## config.mk

```make
export PLATFORM = sky130hd
export DESIGN_NAME = parity_load_arbiter
export DESIGN_NICKNAME = d
export VERILOG_FILES = /design/src/rtl/parity_load_arbiter.sv
export SDC_FILE = /design/constraint.sdc
export NUM_CORES = 1
export LEC_CHECK = 0
export CORE_ASPECT_RATIO = 2
export CORE_MARGIN = 5
export CORE_UTILIZATION = 42
export CTS_CLUSTER_SIZE = 25
export DETAILED_ROUTE_END_ITERATION = 7
export PLACE_DENSITY = 0.79
export SLEW_MARGIN = 20
export SYNTH_ARGS = -nofsm -noshare
export SYNTH_HDL_FRONTEND = slang
export SYNTH_SLANG_ARGS = --single-unit
export TNS_END_PERCENT = 20
```

## constraint.sdc

```tcl
create_clock -name clk -period 2.4 [get_ports clk]
set_input_delay 0.24 -clock clk [delete_from_list [all_inputs] [get_ports clk]]
set_output_delay 0.24 -clock clk [all_outputs]
set_load 0.01 [all_outputs]
```

## src/rtl/parity_load_arbiter.sv

```systemverilog
// Round-robin front end for a shared 8-bit parity accumulator.
// One requester owns the accumulator for a whole packet; the arbiter
// issues the clear at packet start, forwards accepted bytes as ld/d,
// and reports completion or a stall timeout with the owner ID.
module parity_load_arbiter #(
    parameter int NREQ    = 4,
    parameter int W       = 8,
    parameter int TIMEOUT = 16
) (
    input  logic              clk,
    input  logic              reset,
    input  logic [NREQ-1:0]   req,
    input  logic [NREQ-1:0]   last,
    input  logic [NREQ*W-1:0] data,
    output logic [NREQ-1:0]   gnt,
    output logic              ld,
    output logic [W-1:0]      d,
    output logic              clr,
    output logic              done,
    output logic              abort,
    output logic [2:0]        owner_id
);

    typedef enum logic {IDLE, BURST} state_t;

    state_t          state, state_n;
    logic [2:0]      ptr, ptr_n;
    logic [7:0]      stall_cnt, stall_n;
    logic [NREQ-1:0] gnt_n;
    logic            ld_n, clr_n, done_n, abort_n;
    logic [W-1:0]    d_n;
    logic [2:0]      owner_n;

    logic            owner_req, owner_last;
    logic [W-1:0]    owner_data;
    logic            found;
    logic [2:0]      pick;

    // Select the current owner's req/last/byte; everyone else is ignored.
    always_comb begin
        owner_req  = 1'b0;
        owner_last = 1'b0;
        owner_data = '0;
        for (int i = 0; i < NREQ; i++) begin
            if (owner_id == 3'(i)) begin
                owner_req  = req[i];
                owner_last = last[i];
                owner_data = data[i*W +: W];
            end
        end
    end

    // Round-robin search: first requester at or above ptr, then wrap below it.
    always_comb begin
        found = 1'b0;
        pick  = '0;
        for (int i = 0; i < NREQ; i++) begin
            if (!found && req[i] && (3'(i) >= ptr)) begin
                found = 1'b1;
                pick  = 3'(i);
            end
        end
        for (int i = 0; i < NREQ; i++) begin
            if (!found && req[i] && (3'(i) < ptr)) begin
                found = 1'b1;
                pick  = 3'(i);
            end
        end
    end

    // Next-state and next-output logic; every output is registered below.
    always_comb begin
        state_n = state;
        ptr_n   = ptr;
        stall_n = stall_cnt;
        gnt_n   = gnt;
        ld_n    = 1'b0;
        d_n     = d;
        clr_n   = 1'b0;
        done_n  = 1'b0;
        abort_n = 1'b0;
        owner_n = owner_id;
        unique case (state)
            IDLE: begin
                gnt_n = '0;
                if (found) begin
                    state_n = BURST;
                    owner_n = pick;
                    clr_n   = 1'b1;
                    stall_n = '0;
                    ptr_n   = (pick == 3'(NREQ-1)) ? 3'd0 : pick + 3'd1;
                    for (int i = 0; i < NREQ; i++) begin
                        gnt_n[i] = (pick == 3'(i));
                    end
                end
            end
            BURST: begin
                if (owner_req) begin
                    ld_n    = 1'b1;
                    d_n     = owner_data;
                    stall_n = '0;
                    if (owner_last) begin
                        state_n = IDLE;
                        gnt_n   = '0;
                        done_n  = 1'b1;
                    end
                end else if (stall_cnt == 8'(TIMEOUT-1)) begin
                    state_n = IDLE;
                    gnt_n   = '0;
                    abort_n = 1'b1;
                    stall_n = '0;
                end else begin
                    stall_n = stall_cnt + 8'd1;
                end
            end
            default: state_n = IDLE;
        endcase
    end

    // State and output registers with synchronous reset.
    always_ff @(posedge clk) begin
        if (reset) begin
            state     <= IDLE;
            ptr       <= '0;
            stall_cnt <= '0;
            gnt       <= '0;
            ld        <= 1'b0;
            d         <= '0;
            clr       <= 1'b0;
            done      <= 1'b0;
            abort     <= 1'b0;
            owner_id  <= '0;
        end else begin
            state     <= state_n;
            ptr       <= ptr_n;
            stall_cnt <= stall_n;
            gnt       <= gnt_n;
            ld        <= ld_n;
            d         <= d_n;
            clr       <= clr_n;
            done      <= done_n;
            abort     <= abort_n;
            owner_id  <= owner_n;
        end
    end

endmodule
```

# Word level (Yosys, flattened, before mapping)
# Cells that the tools add are included.
# word_totals
ff_bits	31
latchBits	0
mem_bits_rw	0
romBits	0
out_inout_bits	19
mem_count	0
# op_classes
n_addsub	2
multipliers	0
div_mod_pow	0
order_cmp	8
eq_ne	10
shifts	0
n_mux	45
bitwise	2
n_reduce_logical	31
# op_table
cell	n
2-to-1 mux 8 bit	7
2-to-1 mux 1 bit	24
2-to-1 mux 3 bit	7
2-to-1 mux 4 bit	4
one-hot mux 8 bit (2 select lines)	1
logical AND 1 bit	15
equality test 3 x 2 -> 1 bit (second input constant)	4
adder 8 x 1 -> 8 bit (second input constant)	1
equality test 8 x 4 -> 1 bit (second input constant)	1
one-hot mux 4 bit (2 select lines)	1
zero test 1 bit	7
equality test 3 x 1 -> 1 bit (second input constant)	2
greater-or-equal comparator 1 x 3 -> 1 bit (first input constant)	2
greater-or-equal comparator 2 x 3 -> 1 bit (first input constant)	2
zero test 3 bit	2
less-than comparator 1 x 3 -> 1 bit (first input constant)	2
less-than comparator 2 x 3 -> 1 bit (first input constant)	2
AND reduction 2 bit	3
OR reduction 3 bit	2
OR reduction 2 bit	2
adder 3 x 1 -> 3 bit (second input constant)	1
!= test 3 x 1 -> 1 bit (second input constant)	1
!= test 3 x 2 -> 1 bit (second input constant)	1
!= test 2 bit (second input constant)	1
2 further kinds	3

# Longest topological paths before layout
# Gate-level depths: netlist of run 1.
# logic_depth
word_depth	34
depth_mapped	7
depth_no_buf	7

# Worst setup path after synthesis of run 1
# OpenSTA, ideal clock, no wires.
# synth_path
path_kind	register -> register
from	register owner_id[0]
to	register state
setup_time_ns	0.123
arrival_time_ns	1.639
required_time_ns	2.277
setup_slack_ns	0.638
path_stages_with_launch	5
path_cell_list	dfxtp_1 -> mux4_2 -> buf_2 -> o211a_1 -> or2_2
# synth_via
elab_chain_cells	8
# synth_lines
item	line	rtl
from (decl)	21	output logic [2:0] owner_id
from (signal assigned)	143	owner_id <= owner_n;
zero test 3 bit	45	if (owner_id == 3'(i)) begin
2-to-1 mux 1 bit (4 in a row)	45	
2-to-1 mux 1 bit	102	if (owner_last) begin
2-to-1 mux 1 bit (*)	98	if (owner_req) begin
one-hot mux 1 bit (2 select lines) (*)	83	unique case (state)
to (signal assigned)	134	state <= state_n;
to (decl)	26	state_t state, state_n;
# Every way passes the cells marked *; elsewhere a longest branch is shown, timed or not.
# A chain may end at the register's enable or synchronous reset.

# Worst setup path after layout of run 1
# layout_path
from	input req[3]
to	register stall_cnt[6]
# layout_via
elab_chain_cells	20
# layout_lines
item	line	rtl
from (decl)	12	input logic [NREQ-1:0] req,
logical AND 1 bit (2 in a row)	58	if (!found && req[i] && (3'(i) >= ptr)) begin
2-to-1 mux 1 bit	58	
zero test 1 bit	64	if (!found && req[i] && (3'(i) < ptr)) begin
logical AND 1 bit (2 in a row)	64	
2-to-1 mux 1 bit	64	
zero test 1 bit	64	
logical AND 1 bit (2 in a row)	64	
2-to-1 mux 1 bit	64	
zero test 1 bit	64	
logical AND 1 bit (2 in a row)	64	
2-to-1 mux 1 bit	64	
zero test 1 bit	64	
logical AND 1 bit (2 in a row)	64	
2-to-1 mux 1 bit	64	
!= test 2 bit (no source line)	n/a	
to (signal assigned)	136	stall_cnt <= stall_n;
to (decl)	28	logic [7:0] stall_cnt, stall_n;
# Parallel ways exist; a longest one is shown, timed or not.

==> impl_metrics.env, run 1 <==
export IMPL_outcome="finished clean"
export IMPL_syn_area_um2=1470
export IMPL_vias=1422
export IMPL_start_util=0.435
export IMPL_p_clk_frac=0.286
export IMPL_p_int_w=0.000952
export IMPL_viasPerCell=5.73
export IMPL_drt_pass1_iterations=5
export IMPL_vdd_drop_max_mv=0.387
export IMPL_fin_area_um2=2180
export IMPL_drt_iter0_markers=28
export IMPL_tightest_slew_ps=590
export IMPL_end_kind="register"
export IMPL_synth_cells=153
export IMPL_start_kind="primary input"
export IMPL_switching_share=0.291
export IMPL_synth_edf_count=0
export IMPL_boundaryPins=61
export IMPL_synth_cell_types=43
export IMPL_die_h_um=93.6
export IMPL_layout_commonest_cell="clkdlybuf4s50_1"
export IMPL_rsz0062_at_grt="false"
export IMPL_cts_buffer_depth=2
export IMPL_ys_ff_latch=29
export IMPL_path_cells="clkdlybuf4s50_1 -> mux4_2 -> a211oi_2 -> or3b_1 -> a31oi_1"
export IMPL_area_growth_pct=48.2
export IMPL_slowest_delay_ps=620
export IMPL_fin_crit_sh=0.813
export IMPL_dp_hpwl_um=3230
export IMPL_synth_area_leaders="dfxtp_1, mux4_2, nand2_1"
export IMPL_post_cts_buffers=0
export IMPL_clock_latency_ps=280
export IMPL_port_buffers=59
export IMPL_dieArea_um2=4850
export IMPL_antenna_cells=0
export IMPL_clock_skew_final_ps=8.26
export IMPL_grtUsageTotal=0.172
export IMPL_slew_violations=0
export IMPL_clock_sinks=29
export IMPL_critical_path_top_delay_family="multiplexers"
export IMPL_dp_cells=240
export IMPL_die_w_um=51.8
export IMPL_crit_buf_inv=1
export IMPL_drt_wl_total_um=3890
export IMPL_fillers=282
export IMPL_report_power_total_w=0.00134
export IMPL_final_nets=260
export IMPL_p_comb_frac=0.297
export IMPL_seq_power_share=0.417
export IMPL_num_rows=30
export IMPL_grt_max_degree=15
export IMPL_ctsHtreeMaxLevel=2
export IMPL_drtAntennaViolNets=0
export IMPL_core_area_um2=3380
export IMPL_root_buffer="clkbuf_8"
export IMPL_antenna_found_initial=0
export IMPL_critPathSlowestCell="mux4_2"
export IMPL_fmax_mhz=513
export IMPL_wl_per_cell_um=15.7
export IMPL_cp_arrival_ps=2160
export IMPL_cts_hold_buf=0
export IMPL_numCtsBuffers=5
export IMPL_yosys_most_used_dff="dfxtp_1"
export IMPL_path_class="in2reg"
export IMPL_setup_violations=0
export IMPL_yosysTopAreaCellShare=0.395
export IMPL_drive_gt1_frac=0.116
export IMPL_ctsResizeCount=0
export IMPL_syn_avg_cell_area_um2=9.60
export IMPL_grt_overflow_total=0
export IMPL_synth_seq_area_share=0.395
export IMPL_leakage_nw=0.808
export IMPL_yosys_warnings=0
export IMPL_cts_tree="yes"
export IMPL_gp_congestion=0.802
export IMPL_p_per_area_nw_per_um2=616
export IMPL_clk_pin_slew_ps=60
export IMPL_dpl_instance_area_um2=2090
export IMPL_cap_violations=0
export IMPL_path_max_fanout=11
export IMPL_final_cell_mix="clkdlybuf4s50_1, dfxtp_1, nand2_1"
export IMPL_finalNonFillerCells=248
export IMPL_ys_async_sr_fraction=0
export IMPL_hold_violations=0
export IMPL_period_needed_ps=1950
export IMPL_worstPathRequired_ps=2610
export IMPL_hold_path_class="reg2reg"
export IMPL_max_slew_margin_rel=0.604
export IMPL_grt_pass1_vias=1404
export IMPL_post_route_drc_count=0
export IMPL_yosys_area_top_type="dfxtp_1"
export IMPL_switchingPower_w=0.000390
export IMPL_synthesis_nets=198
export IMPL_fin_tns_setup_ps=0
export IMPL_worst_hold_slack_ps=454
export IMPL_grt_pass1_wl_um=6180
cell families (layout without fill, tap and decap cells):
group	after synthesis	in the layout	share of synthesized area
and+or+nand+nor	58	58	0.193
AOI/OAI and AO/OA	36	36	0.168
DFF	29	29	0.395
muxes	12	12	0.168
buffers and inverters	12	75	0.0366
adders and majority gates	3	3	0.0256
xor gates and xnor gates	2	2	0.0119
other	1	1	0.00255
flip-flops by register name (all words and copies together) (netlist names):
| signal | cells |
|---|---|
| d | 8 |
| clr | 1 |
| ptr | 2 |
| owner_id | 2 |
| abort | 1 |
| state | 1 |
| done | 1 |
| stall_cnt | 8 |
| gnt | 4 |
| ld | 1 |
worst paths after layout:
kind / from / end / slack (ps) / cells past startpoint
max: req[3] / stall_cnt[6]$_SDFFE_PP0P_ / 450 / 5
min: d[7]$_SDFFE_PP0P_ / d[7]$_SDFFE_PP0P_ / 450 / 2
max reg2reg: owner_id[0]$_SDFFE_PP0P_ / stall_cnt[6]$_SDFFE_PP0P_ / 560 / 4
min reg2reg: d[7]$_SDFFE_PP0P_ / d[7]$_SDFFE_PP0P_ / 450 / 2
synthesized netlist by cell type, types with 2 or more instances:
cell       count
inv_1          4
nand2_1       24
clkbuf_1       5
and3_1         5
a22o_1         3
nand2b_1       2
a32o_1         2
o22ai_1        2
a21oi_1       14
ha_1           3
dfxtp_1       29
nor2_1         7
nand3_1        3
o2bb2ai_1      2
nor4_1         2
nor3_1         3
buf_4          2
o21ai_0        3
nand4_1        2
and2_1         4
mux4_2        10
area by class of cell:
class	instances	area, um2	share of cell area
repair buffers	63	621	0.285
clock inverters	3	17.5	0.00805
flip-flops and latches	29	581	0.267
inverters	4	15.0	0.00690
clock buffers	5	68.8	0.0316
well taps	32	40.0	0.0184
multi-input cells	112	835	0.383
stage by stage:
step | setup WS, ps | utilization
2_1_floorplan | 638 | -
3_3_place_gp | 248 | 0.619
3_5_place_dp | 144 | 0.619
4_1_cts | 457 | 0.644
5_1_grt | 362 | 0.644
6_report | 450 | 0.644
tightest hold or removal path, stage by stage, from the launching register on:
cell,delay (ps)
dfxtp_1,310
nand2_1,50
a21oi_1,50
layer usage:
layer | GRT usage | routed length [um] | vias to the layer above | share of wire
met5 | 0 | 0 | - | 0
met4 | 0.118 | 204 | 0 | 0.052
met2 | 0.303 | 2140 | 58 | 0.55
met3 | 0.0510 | 240 | 16 | 0.062
li1 | - | - | 687 | -
met1 | 0.164 | 1310 | 661 | 0.34
power groups by stage:
stage | clock [W] | combinational (W) | sequential [W]
floorplan | 0 | 0.000215 | 0.000576
global placement | 0 | 0.000387 | 0.000567
detailed placement | 0 | 0.000401 | 0.000570
CTS | 0.000397 | 0.000403 | 0.000560
global route | 0.000422 | 0.000432 | 0.000566
finish | 0.000383 | 0.000399 | 0.000559
Power figures use the tool's default switching activity.
==> run 2: changes to the inputs <==
--- a/config.mk
+++ b/config.mk
@@ -7,10 +7,10 @@
 export LEC_CHECK = 0
 export CORE_ASPECT_RATIO = 2
 export CORE_MARGIN = 5
-export CORE_UTILIZATION = 42
+export CORE_UTILIZATION = 38
 export CTS_CLUSTER_SIZE = 25
 export DETAILED_ROUTE_END_ITERATION = 7
-export PLACE_DENSITY = 0.79
+export PLACE_DENSITY = 0.75
 export SLEW_MARGIN = 20
 export SYNTH_ARGS = -nofsm -noshare
 export SYNTH_HDL_FRONTEND = slang
==> constraint.sdc (replaced) <==
create_clock -name clk -period 1.6 [get_ports clk]
set_input_delay 0.16 -clock clk [delete_from_list [all_inputs] [get_ports clk]]
set_output_delay 0.16 -clock clk [all_outputs]
set_load 0.01 [all_outputs]
==> run 2 against run 1 <==
- the flow now finishes with violations (setup timing)
- hold slack improved by 1.0 ps
- via count increased by 3.8%
- clock skew decreased by 1.4 ps
- count of clock-buffer cells in the layout increased by 1
- non-clock buffer count increased by 24
- register-to-register slack got worse by 640 ps
- global-route usage increased by 0.40 points
- total power increased by 58%
- final area increased by 11%
- die area increased by 8.9%
- worst setup slack got worse by 530 ps
- critical endpoint unchanged
- largest cell class unchanged
==> impl_metrics.env, run 2 (synthesis results as in run 1) <==
export IMPL_clock_skew_final_ps=6.82
export IMPL_cts_buffer_depth=2
export IMPL_post_route_drc_count=0
export IMPL_final_cell_mix="clkdlybuf4s50_1, dfxtp_1, buf_4"
export IMPL_ctsHtreeMaxLevel=2
export IMPL_p_int_w=0.00151
export IMPL_dp_hpwl_um=3470
export IMPL_drt_iter0_markers=18
export IMPL_dpl_instance_area_um2=2300
export IMPL_outcome="complete, but fails checks"
export IMPL_fin_area_um2=2420
export IMPL_drtAntennaViolNets=0
export IMPL_antenna_cells=0
export IMPL_hold_path_class="reg2reg"
export IMPL_clk_pin_slew_ps=60
export IMPL_worst_hold_slack_ps=455
export IMPL_hp_start="d[3]$_SDFFE_PP0P_"
export IMPL_layout_commonest_cell="clkdlybuf4s50_1"
export IMPL_grt_max_degree=12
export IMPL_clock_sinks=29
export IMPL_drive_gt1_frac=0.238
export IMPL_post_cts_buffers=0
export IMPL_crit_start="owner_id[0]$_SDFFE_PP0P_"
export IMPL_clock_latency_ps=280
export IMPL_slew_violations=0
export IMPL_start_kind="register"
export IMPL_postLayoutCoreUtil=0.638
export IMPL_fmax_mhz=594
export IMPL_antenna_found_initial=0
export IMPL_tightest_slew_ps=608
export IMPL_slowest_delay_ps=550
export IMPL_final_nets=284
export IMPL_vdd_drop_max_mv=0.608
export IMPL_boundaryPins=61
export IMPL_switching_share=0.290
export IMPL_grt_pass1_vias=1566
export IMPL_fin_crit_sh=1.05
export IMPL_p_per_area_nw_per_um2=875
export IMPL_wl_per_cell_um=14.6
export IMPL_cp_arrival_ps=1890
export IMPL_path_cells="mux4_2 -> a211oi_2 -> or3b_1 -> a31oi_1"
export IMPL_drt_pass1_iterations=4
export IMPL_die_w_um=54.0
export IMPL_grt_pass1_wl_um=6910
export IMPL_multiInputGateArea_um2=878
export IMPL_fillers=328
export IMPL_setup_slack_ps=-84.4
export IMPL_num_rows=32
export IMPL_switchingPower_w=0.000615
export IMPL_max_slew_margin_rel=0.592
export IMPL_reg_top3="d (8), stall_cnt (8), gnt (4)"
export IMPL_setup_violations=6
export IMPL_report_power_total_w=0.00212
export IMPL_drt_wl_total_um=4260
export IMPL_area_growth_pct=65.1
export IMPL_core_area_um2=3800
export IMPL_vias=1476
export IMPL_dp_slack_ps=-305
export IMPL_viasPerCell=5.07
export IMPL_leakage_nw=0.951
export IMPL_hold_violations=0
export IMPL_regArea_um2=582
export IMPL_p_comb_frac=0.338
export IMPL_cap_violations=0
export IMPL_dieArea_um2=5280
export IMPL_port_buffers=59
export IMPL_end_kind="register"
export IMPL_regToRegSetupSlack_ps=-80
export IMPL_r2r_start="owner_id[0]$_SDFFE_PP0P_"
export IMPL_grt_overflow_total=0
export IMPL_die_h_um=97.9
export IMPL_period_needed_ps=1680
export IMPL_rsz0062_at_grt="true"
export IMPL_worstPathRequired_ps=1810
export IMPL_root_buffer="clkbuf_8"
export IMPL_violations="setup timing"
export IMPL_p_clk_frac=0.271
export IMPL_start_util=0.386
export IMPL_gp_congestion=0.809
export IMPL_path_class="reg2reg"
export IMPL_seq_power_share=0.390
export IMPL_cts_hold_buf=0
export IMPL_critPathSlowestCell="mux4_2"
export IMPL_numCtsBuffers=5
export IMPL_cts_tree="yes"
export IMPL_path_max_fanout=3
export IMPL_grtUsageTotal=0.176
-- run 2: changes by cell type in the layout (fill, tap and decap cells not counted), sizes merged --
cell / before / now
dlygate4sd2: 0 / 1
clkbuf: 5 / 6
clkinvlp: 1 / 0
buf: 4 / 28
clkdlybuf4s50: 59 / 58
-- run 2: worst paths after layout --
path	cells past startpoint	to
hold / removal	2	d[3]$_SDFFE_PP0P_
hold reg to reg	2	d[3]$_SDFFE_PP0P_
setup reg to reg	4	stall_cnt[6]$_SDFFE_PP0P_
setup / recovery	4	stall_cnt[6]$_SDFFE_PP0P_
-- run 2: area by class of cell --
type	instances	area share
multi-input combinational	112	0.362
timing repair buffer	87	0.331
sequential	29	0.240
clock buffer	6	0.0299
tap	51	0.0263
inverter	4	0.00619
clock inverter	2	0.00413
-- run 2: per-layer routing --
layer	track usage	share of wire	vias up
met1	0.165	0.34	694
met5	0	0	-
met4	0.0886	0.033	0
met3	0.0305	0.033	10
met2	0.334	0.60	36
li1	-	-	736
-- run 2: power by group through the flow --
stage | logic, W | registers (W) | clock network, W
2_1_floorplan | 0.000329 | 0.000865 | 0
3_3_place_gp | 0.000674 | 0.000842 | 0
3_5_place_dp | 0.000686 | 0.000843 | 0
4_1_cts | 0.000691 | 0.000828 | 0.000588
5_1_grt | 0.000778 | 0.000835 | 0.000627
6_report | 0.000718 | 0.000829 | 0.000576
-- run 2: metrics by stage --
stage	TNS, ps	std cells
2_1_floorplan	-153	153
3_5_place_dp	-5080	283
3_3_place_gp	-4070	283
6_report	-212	291
4_1_cts	-212	291
5_1_grt	-937	291
-- run 2: timing repair --
item / CTS / global route
endpoints found under the setup margin: 9 / 21
cloned: 0 / 0
gates resized for setup: 3 / 9
-- run 2: critical path, delay by kind of cell, from the launching register on --
kind,cells,cell delay [ps]
mux,1,550
compound gates,2,360
simple gates,1,360
flops,1,340
==> run 3: changes to the inputs <==
--- a/config.mk
+++ b/config.mk
@@ -8,7 +8,6 @@
 export CORE_ASPECT_RATIO = 2
 export CORE_MARGIN = 5
 export CORE_UTILIZATION = 38
-export CTS_CLUSTER_SIZE = 25
 export DETAILED_ROUTE_END_ITERATION = 7
 export PLACE_DENSITY = 0.75
 export SLEW_MARGIN = 20
==> results of run 3 <==
Same layout as run 2: the final DEF is identical, and so are final timing and power.
